`config.mk`:
```
export PLATFORM = sky130hd
export DESIGN_NAME = muldiv_unit_flat
export DESIGN_NICKNAME = d
export VERILOG_FILES = /design/src/rtl/muldiv_unit_if.sv /design/src/rtl/muldiv_unit.sv /design/src/flat_wrapper.sv
export SDC_FILE = /design/constraint.sdc
export NUM_CORES = 1
export LEC_CHECK = 0
export BUFFER_PORTS_ARGS = -buffer_cell sky130_fd_sc_hd__buf_2
export CORE_UTILIZATION = 35
export CTS_BUF_LIST = sky130_fd_sc_hd__clkbuf_4 sky130_fd_sc_hd__clkbuf_8
export CTS_CLUSTER_DIAMETER = 60
export DETAILED_ROUTE_END_ITERATION = 6
export PLACE_DENSITY_LB_ADDON = 0.12
export SKIP_LAST_GASP = 1
export SYNTH_ARGS = -nofsm -noshare
export SYNTH_HDL_FRONTEND = slang
export SYNTH_SLANG_ARGS = --single-unit
```
`constraint.sdc`:
```
create_clock -name CLK -period 4.65 [get_ports CLK]
set_input_delay 0.2325 -clock CLK [delete_from_list [all_inputs] [get_ports CLK]]
set_output_delay 0.2325 -clock CLK [all_outputs]
set_load 0.01 [all_outputs]
```
`src/rtl/muldiv_unit_if.sv`:
```
// rtl/muldiv_unit_if.sv - request/result bundle between pipeline and the multiply/divide unit
interface muldiv_unit_if;
  logic        start;
  logic [1:0]  op;
  logic [31:0] rdat1;
  logic [31:0] rdat2;
  logic        hi_wen;
  logic        lo_wen;
  logic [31:0] wdat;
  logic        busy;
  logic        done;
  logic [31:0] hi;
  logic [31:0] lo;

  modport master (
    output start, op, rdat1, rdat2, hi_wen, lo_wen, wdat,
    input  busy, done, hi, lo
  );

  modport slave (
    input  start, op, rdat1, rdat2, hi_wen, lo_wen, wdat,
    output busy, done, hi, lo
  );
endinterface

```
`src/rtl/muldiv_unit.sv`:
```
// rtl/muldiv_unit.sv - iterative 32-bit MULT/MULTU/DIV/DIVU with HI/LO registers
// Works on operand magnitudes for 32 steps, then applies sign correction in FIX.
module muldiv_unit (
  input  logic         CLK,
  input  logic         RST,
  muldiv_unit_if.slave bus
);
  typedef logic [31:0] word_t;
  typedef enum logic [1:0] {IDLE, RUN, FIX} state_t;

  state_t      state, state_nxt;
  logic [4:0]  cnt;
  logic [1:0]  op_q;
  word_t       a_raw;
  word_t       opnd;
  word_t       acc_hi;
  word_t       acc_lo;
  logic        neg_res;
  logic        neg_rem;
  logic        div_zero;
  word_t       hi_q;
  word_t       lo_q;
  logic        done_q;

  logic        accept;
  logic        a_neg;
  logic        b_neg;
  word_t       mag_a;
  word_t       mag_b;
  logic [32:0] mul_sum;
  logic [32:0] div_shift;
  logic [32:0] div_trial;
  logic [63:0] product;
  word_t       res_hi;
  word_t       res_lo;

  assign accept = (state == IDLE) && bus.start;
  assign a_neg  = bus.op[0] & bus.rdat1[31];
  assign b_neg  = bus.op[0] & bus.rdat2[31];
  assign mag_a  = a_neg ? (~bus.rdat1 + 32'd1) : bus.rdat1;
  assign mag_b  = b_neg ? (~bus.rdat2 + 32'd1) : bus.rdat2;

  assign mul_sum   = {1'b0, acc_hi} + {1'b0, (acc_lo[0] ? opnd : 32'd0)};
  assign div_shift = {acc_hi, acc_lo[31]};
  assign div_trial = div_shift - {1'b0, opnd};

  always_ff @(posedge CLK) begin
    if (RST) state <= IDLE;
    else     state <= state_nxt;
  end

  always_comb begin
    state_nxt = state;
    case (state)
      IDLE:    if (bus.start) state_nxt = RUN;
      RUN:     if (cnt == 5'd31) state_nxt = FIX;
      FIX:     state_nxt = IDLE;
      default: state_nxt = IDLE;
    endcase
  end

  always_comb begin
    product = neg_res ? (~{acc_hi, acc_lo} + 64'd1) : {acc_hi, acc_lo};
    res_hi  = product[63:32];
    res_lo  = product[31:0];
    if (op_q[1]) begin
      // Divide by zero reports all-ones quotient and the untouched dividend.
      if (div_zero) begin
        res_hi = a_raw;
        res_lo = 32'hFFFF_FFFF;
      end else begin
        res_hi = neg_rem ? (~acc_hi + 32'd1) : acc_hi;
        res_lo = neg_res ? (~acc_lo + 32'd1) : acc_lo;
      end
    end
  end

  always_ff @(posedge CLK) begin
    if (RST) begin
      cnt      <= 5'd0;
      op_q     <= 2'd0;
      a_raw    <= 32'd0;
      opnd     <= 32'd0;
      acc_hi   <= 32'd0;
      acc_lo   <= 32'd0;
      neg_res  <= 1'b0;
      neg_rem  <= 1'b0;
      div_zero <= 1'b0;
      hi_q     <= 32'd0;
      lo_q     <= 32'd0;
      done_q   <= 1'b0;
    end else begin
      done_q <= (state == FIX);
      case (state)
        IDLE: begin
          if (accept) begin
            cnt      <= 5'd0;
            op_q     <= bus.op;
            a_raw    <= bus.rdat1;
            opnd     <= bus.op[1] ? mag_b : mag_a;
            acc_hi   <= 32'd0;
            acc_lo   <= bus.op[1] ? mag_a : mag_b;
            neg_res  <= a_neg ^ b_neg;
            neg_rem  <= a_neg;
            div_zero <= (bus.rdat2 == 32'd0);
          end else begin
            if (bus.hi_wen) hi_q <= bus.wdat;
            if (bus.lo_wen) lo_q <= bus.wdat;
          end
        end
        RUN: begin
          cnt <= cnt + 5'd1;
          if (op_q[1]) begin
            acc_hi <= div_trial[32] ? div_shift[31:0] : div_trial[31:0];
            acc_lo <= {acc_lo[30:0], ~div_trial[32]};
          end else begin
            acc_hi <= mul_sum[32:1];
            acc_lo <= {mul_sum[0], acc_lo[31:1]};
          end
        end
        FIX: begin
          hi_q <= res_hi;
          lo_q <= res_lo;
        end
        default: ;
      endcase
    end
  end

  assign bus.busy = (state != IDLE);
  assign bus.done = done_q;
  assign bus.hi   = hi_q;
  assign bus.lo   = lo_q;
endmodule

```
`src/flat_wrapper.sv`:
```
// flat-port wrapper written by rule: the top's interface ports become plain ports
module muldiv_unit_flat 
  (CLK, RST, bus_start, bus_op, bus_rdat1, bus_rdat2, bus_hi_wen, bus_lo_wen, bus_wdat, bus_busy, bus_done, bus_hi, bus_lo);
  muldiv_unit_if bus_i ();
  input  logic CLK;
  input  logic RST;
  input wire logic [$bits(bus_i.start)-1:0] bus_start;
  input wire logic [$bits(bus_i.op)-1:0] bus_op;
  input wire logic [$bits(bus_i.rdat1)-1:0] bus_rdat1;
  input wire logic [$bits(bus_i.rdat2)-1:0] bus_rdat2;
  input wire logic [$bits(bus_i.hi_wen)-1:0] bus_hi_wen;
  input wire logic [$bits(bus_i.lo_wen)-1:0] bus_lo_wen;
  input wire logic [$bits(bus_i.wdat)-1:0] bus_wdat;
  output wire logic [$bits(bus_i.busy)-1:0] bus_busy;
  output wire logic [$bits(bus_i.done)-1:0] bus_done;
  output wire logic [$bits(bus_i.hi)-1:0] bus_hi;
  output wire logic [$bits(bus_i.lo)-1:0] bus_lo;
  assign bus_i.start = bus_start;
  assign bus_i.op = bus_op;
  assign bus_i.rdat1 = bus_rdat1;
  assign bus_i.rdat2 = bus_rdat2;
  assign bus_i.hi_wen = bus_hi_wen;
  assign bus_i.lo_wen = bus_lo_wen;
  assign bus_i.wdat = bus_wdat;
  assign bus_busy = bus_i.busy;
  assign bus_done = bus_i.done;
  assign bus_hi = bus_i.hi;
  assign bus_lo = bus_i.lo;
  muldiv_unit u_core (.CLK(CLK), .RST(RST), .bus(bus_i));
endmodule
```
Yosys cells after proc, flatten, opt, wreduce, memory -nomap -nowiden
Cells that the tools add are included.

word-level totals
  register bits after elaboration = 205
  input port bits = 103
  word-level logic and storage cells = 80

cells by class
  $add $sub $neg = 8
  equal/unequal tests = 9
  mux-type cells = 30
  bitwise logic cells = 9
  reduce and logical (&&, ||, !) cells = 11

operator list
  cell                                                   number
  two-way mux 32 bit                                     20
  one-hot mux 32 bit (2 select lines)                    4
  adder 32 x 1 -> 32 bit, second input constant          4
  NOT 32 bit                                             4
  adder 64 x 1 -> 64 bit, second input constant          1
  two-way mux 64 bit                                     1
  NOT 64 bit                                             1
  adder 32 x 32 -> 33 bit                                1
  subtractor 33 x 32 -> 33 bit                           1
  zero test 32 bit                                       1
  one-hot mux 5 bit (2 select lines)                     1
  inequality test 2 bit, second input constant           4
  AND reduction 2 bit                                    3
  AND reduction 3 bit                                    2
  nonzero test 2 bit                                     3
  adder 5 x 1 -> 5 bit, second input constant            1
  == test 5 bit, second input constant                   1
  two-way mux 5 bit                                      1
  two-way mux 2 bit                                      2
  inequality test 2 x 1 -> 1 bit, second input constant  2
  one-hot mux 2 bit (2 select lines)                     1
  bitwise AND 1 bit                                      2
  == test 2 x 1 -> 1 bit, second input constant          1
  == test 2 bit, second input constant                   1
  4 further kinds                                        4

Depth between registers and ports, before layout
  depth in word-level cells = 6
  mapped depth = 16

Worst setup path before layout
OpenSTA, ideal clock, no wires.

  path kind = reg-to-reg
  from = reg u_core.acc_lo[0]
  to = reg u_core.acc_hi[31]
  setup time = 0.139 ns
  arrival time = 3.358 ns
  data required time = 4.511 ns
  slack = 1.153 ns
  stages on the path, launching flop included = 16
  path buffers = 3
  period minus slack after synthesis = 3.497 ns
  cells stage by stage = dfxtp_1 > clkbuf_1 > inv_1 > clkbuf_1 > nor2_1 > ha_1 > clkbuf_1 > a2111o_1 > o21ai_1 > o221ai_1 > a21oi_2 > o21ai_1 > a41o_1 > a221o_1 > a2111oi_0 > a2111oi_0

on the way
  cells in the longest elaborated chain, start to end = 4

RTL lines
  element                              RTL line            text
  start: declaration                   muldiv_unit.sv:17   word_t acc_lo;
  start signal: assignment             muldiv_unit.sv:102  acc_lo <= bus.op[1] ? mag_a : mag_b;
  start signal: assignment             muldiv_unit.sv:115  acc_lo <= {acc_lo[30:0], ~div_trial[32]};
  start signal: assignment             muldiv_unit.sv:118  acc_lo <= {mul_sum[0], acc_lo[31:1]};
  two-way mux 32 bit                   muldiv_unit.sv:43   assign mul_sum = {1'b0, acc_hi} + {1'b0, (acc_lo[0] ? opnd : 32'd0)};
  adder 32 x 32 -> 33 bit              muldiv_unit.sv:43
  two-way mux 32 bit                   muldiv_unit.sv:113  if (op_q[1]) begin
  one-hot mux 32 bit (2 select lines)  muldiv_unit.sv:94   case (state)
  end signal: assignment               muldiv_unit.sv:114  acc_hi <= div_trial[32] ? div_shift[31:0] : div_trial[31:0];
  end signal: assignment               muldiv_unit.sv:117  acc_hi <= mul_sum[32:1];
  end: declaration                     muldiv_unit.sv:16   word_t acc_hi;

Every way passes these cells.
A chain may end at the register's enable or synchronous reset.

Final worst setup path
Same ends and word-level chain as after synthesis.

==> reports/results.tsv <==
metric	value	unit
crit_type	reg -> reg	
skew	19.8	ps
clockBufferDepth	3	
finalSetupTns	0	ps
holdCritStartpoint	bus_wdat[21]	
fill_cells	4843	
holdPathStages	3	
fmax	261	MHz
syn-num-nets	2413	
regArea	4090	um2
core_area	45700	um2
startpoint	u_core.acc_lo[0]	
drc_errors	0	
path_clk_slew	60	ps
rsz0062_at_grt	no	
ir_worst_vdd	0.224	mV
nets	2547	
cp-end-kind	flip-flop	
grt_pass1_vias	16400	
finalWorstSetupSlack	815	ps
synthArstFlopShare	0	%
rows	78	
yosys_register_bits	204	
max_slew_margin	39.5	%
slew_violations	0	
antenna_left	0	
worstPathCellList	inv_1 -> nor2_1 -> ha_1 -> a2111o_1 -> o21ai_1 -> o221ai_1 -> a21oi_2 -> o21ai_1 -> a41o_1 -> a221o_1 -> a2111oi_0 -> a2111oi_0	
period_share	82.5	%
synth-adder-area-share	5.61	%
numCtsBuffers	43	
post_drt_wl_per_cell	23.8	um
antenna_found_initial	1	
ys_seq_area_share	25.0	%
area_growth	16.5	%
layout_min_cycle_time	3830	ps
p_per_area	297	nW/um2
reg2reg_from	u_core.acc_lo[0]	
maxCapViolCount	0	
track_usage	29.4	%
pre_cts_ws	819	ps
yosys_warnings	0	
synth-compound-area-share	29.0	%
cts_resized	0	
worst_ep_required_time	5110	ps
critPathMaxFanout	13	
overflow	0	
netlist_area	16300	um2
crit_path_start_kind	flip-flop	
clk_latency	600	ps
final_common_cell	nand2_1	
min_path_type	in -> reg	
ios	169	
cts_tree	built	
finalSetupViolations	0	
yosys.area_share.simple	20.6	%
die_x	218	um
synth_top_family_by_area	compound AO/OA/AOI/OAI gates	
syn_avg_cell_area	7.29	um2
clockRootBuffer	clkbuf_8	
multi_input_comb_area	11300	um2
synth_cells	2238	
synth_enable_flop_cells	0	
synth_ff_type	dfxtp_1	
drt-pass1-iter-count	6	
synth_cell_types	84	
ff2ff_path_depth	12	
slowest_delay	430	ps
dp_hpwl	55.4	mm
crit_slowest_cell	a2111o_1	
cts_setup_buffers	0	
dieArea	47500	um2
diodes	0	
synth_mux_area_share	3.40	%
io_buffers	168	
drt_wl_total	71.5	mm
status	finished, final reports clean	
start_util	35.7	%
final_cell_mix	nand2_1 (281), a21oi_1 (252), nor2_1 (222)	
leakagePower	7.62	nW
die_y	218	um
power	5.65	mW
worst-slew-pin-transition	903	ps
drt_iter0_drc	1507	
worstPathArrival	4290	ps
vias	17800	
grt_max_degree	72	
finalHoldViolations	0	
vias_per_cell	5.91	
synthXorXnorAreaFrac	10.6	%
cts.sinks	204	
htree_levels	2	
hold_buffers	47	
grt_pass1_wl	105	mm
gp_congestion	0.976	
drive_above_1_share	14.1	%
power breakdown:
group          internal, mW  total (mW)  switching [mW]
registers              1.86        2.01           0.156
logic                 0.582        1.61            1.03
clock network          1.14        2.02           0.881
total                  3.58        5.65            2.07
worst max-delay path: cells and delay by family, from the launching register on:
kind	cells	cell delay, ps
buffers and inverters	1	350
adders and majority gates	1	380
DFF	1	330
and+or+nand+nor	1	80
AOI/OAI and AO/OA	9	2550
stage by stage:
stage	hold slack, ps	cell area [um2]	std cells	util (%)
after detailed placement	443	17600	2880	38.6
after floorplan	368	16300	2238	-
final	36.8	19000	3005	41.6
after global routing	13.4	19000	3005	41.6
after global placement	440	17600	2880	38.6
after CTS	1.61	19000	3005	41.6
cell type report:
type / count / area share, %
multi-input cells: 1791 / 59.6
flip-flops and latches: 204 / 21.5
repair buffers: 264 / 8.87
clock buffers: 69 / 4.40
well taps: 600 / 3.95
inverters: 68 / 1.34
clock inverters: 9 / 0.283
metal layers:
layer	vias to the layer above	routed length [um]	track usage [%]
met5	-	11	0
met3	91	5290	4.56
li1	8348	-	-
met1	8626	32600	41.5
met2	689	31700	45.7
met4	2	1910	8.32
Yosys cell counts, drive strengths merged (10+ instances only):
library cell    n  area (um2)
ha             70         876
or3            27         169
a22oi          16         120
o22ai          10        62.6
clkbuf        147         553
nand4          10        68.8
a221oi         10        87.6
o21a           15         113
nor2b          15        93.8
or4            19         150
nor2          226         851
buf            28         134
a2111oi        13         114
a21o           21         158
o21bai         10        75.1
a21oi         253        1270
mux2i          52         521
o221ai         46         403
nand3          30         150
nand2b         16         100
o21ai         144         721
o41ai          13         114
nor3           43         225
a31oi          20         125
nand2         283        1070
xnor2          96         841
xor2          101         885
a211oi         64         480
nor4           15         181
inv            68         255
o211ai         28         215
dfxtp         204        4080
o31ai          38         290
logic make-up after synthesis:
group,after synthesis
AOI/OAI and AO/OA,744
and+or+nand+nor,723
buffers and inverters,243
DFF,204
xor gates and xnor gates,197
adders and majority gates,72
muxes,55
state kept, by name, indices dropped and copies added (netlist names):
name / count
u_core.a_raw: 32
u_core.acc_hi: 32
u_core.acc_lo: 32
u_core.bus.hi: 32
u_core.bus.lo: 32
u_core.opnd: 32
u_core.cnt: 5
u_core.state: 2
u_core.bus.done: 1
u_core.div_zero: 1
u_core.neg_rem: 1
u_core.neg_res: 1
u_core.op_q: 1
worst paths after layout:
| kind | end | slack, ps |
|---|---|---|
| max | u_core.acc_hi[31] | 820 |
| min | u_core.bus.lo[21] | 40 |
| max reg2reg | u_core.acc_hi[31] | 820 |
| min reg2reg | u_core.bus.hi[6] | 450 |
No activity file was read; power rests on OpenSTA's default activity.
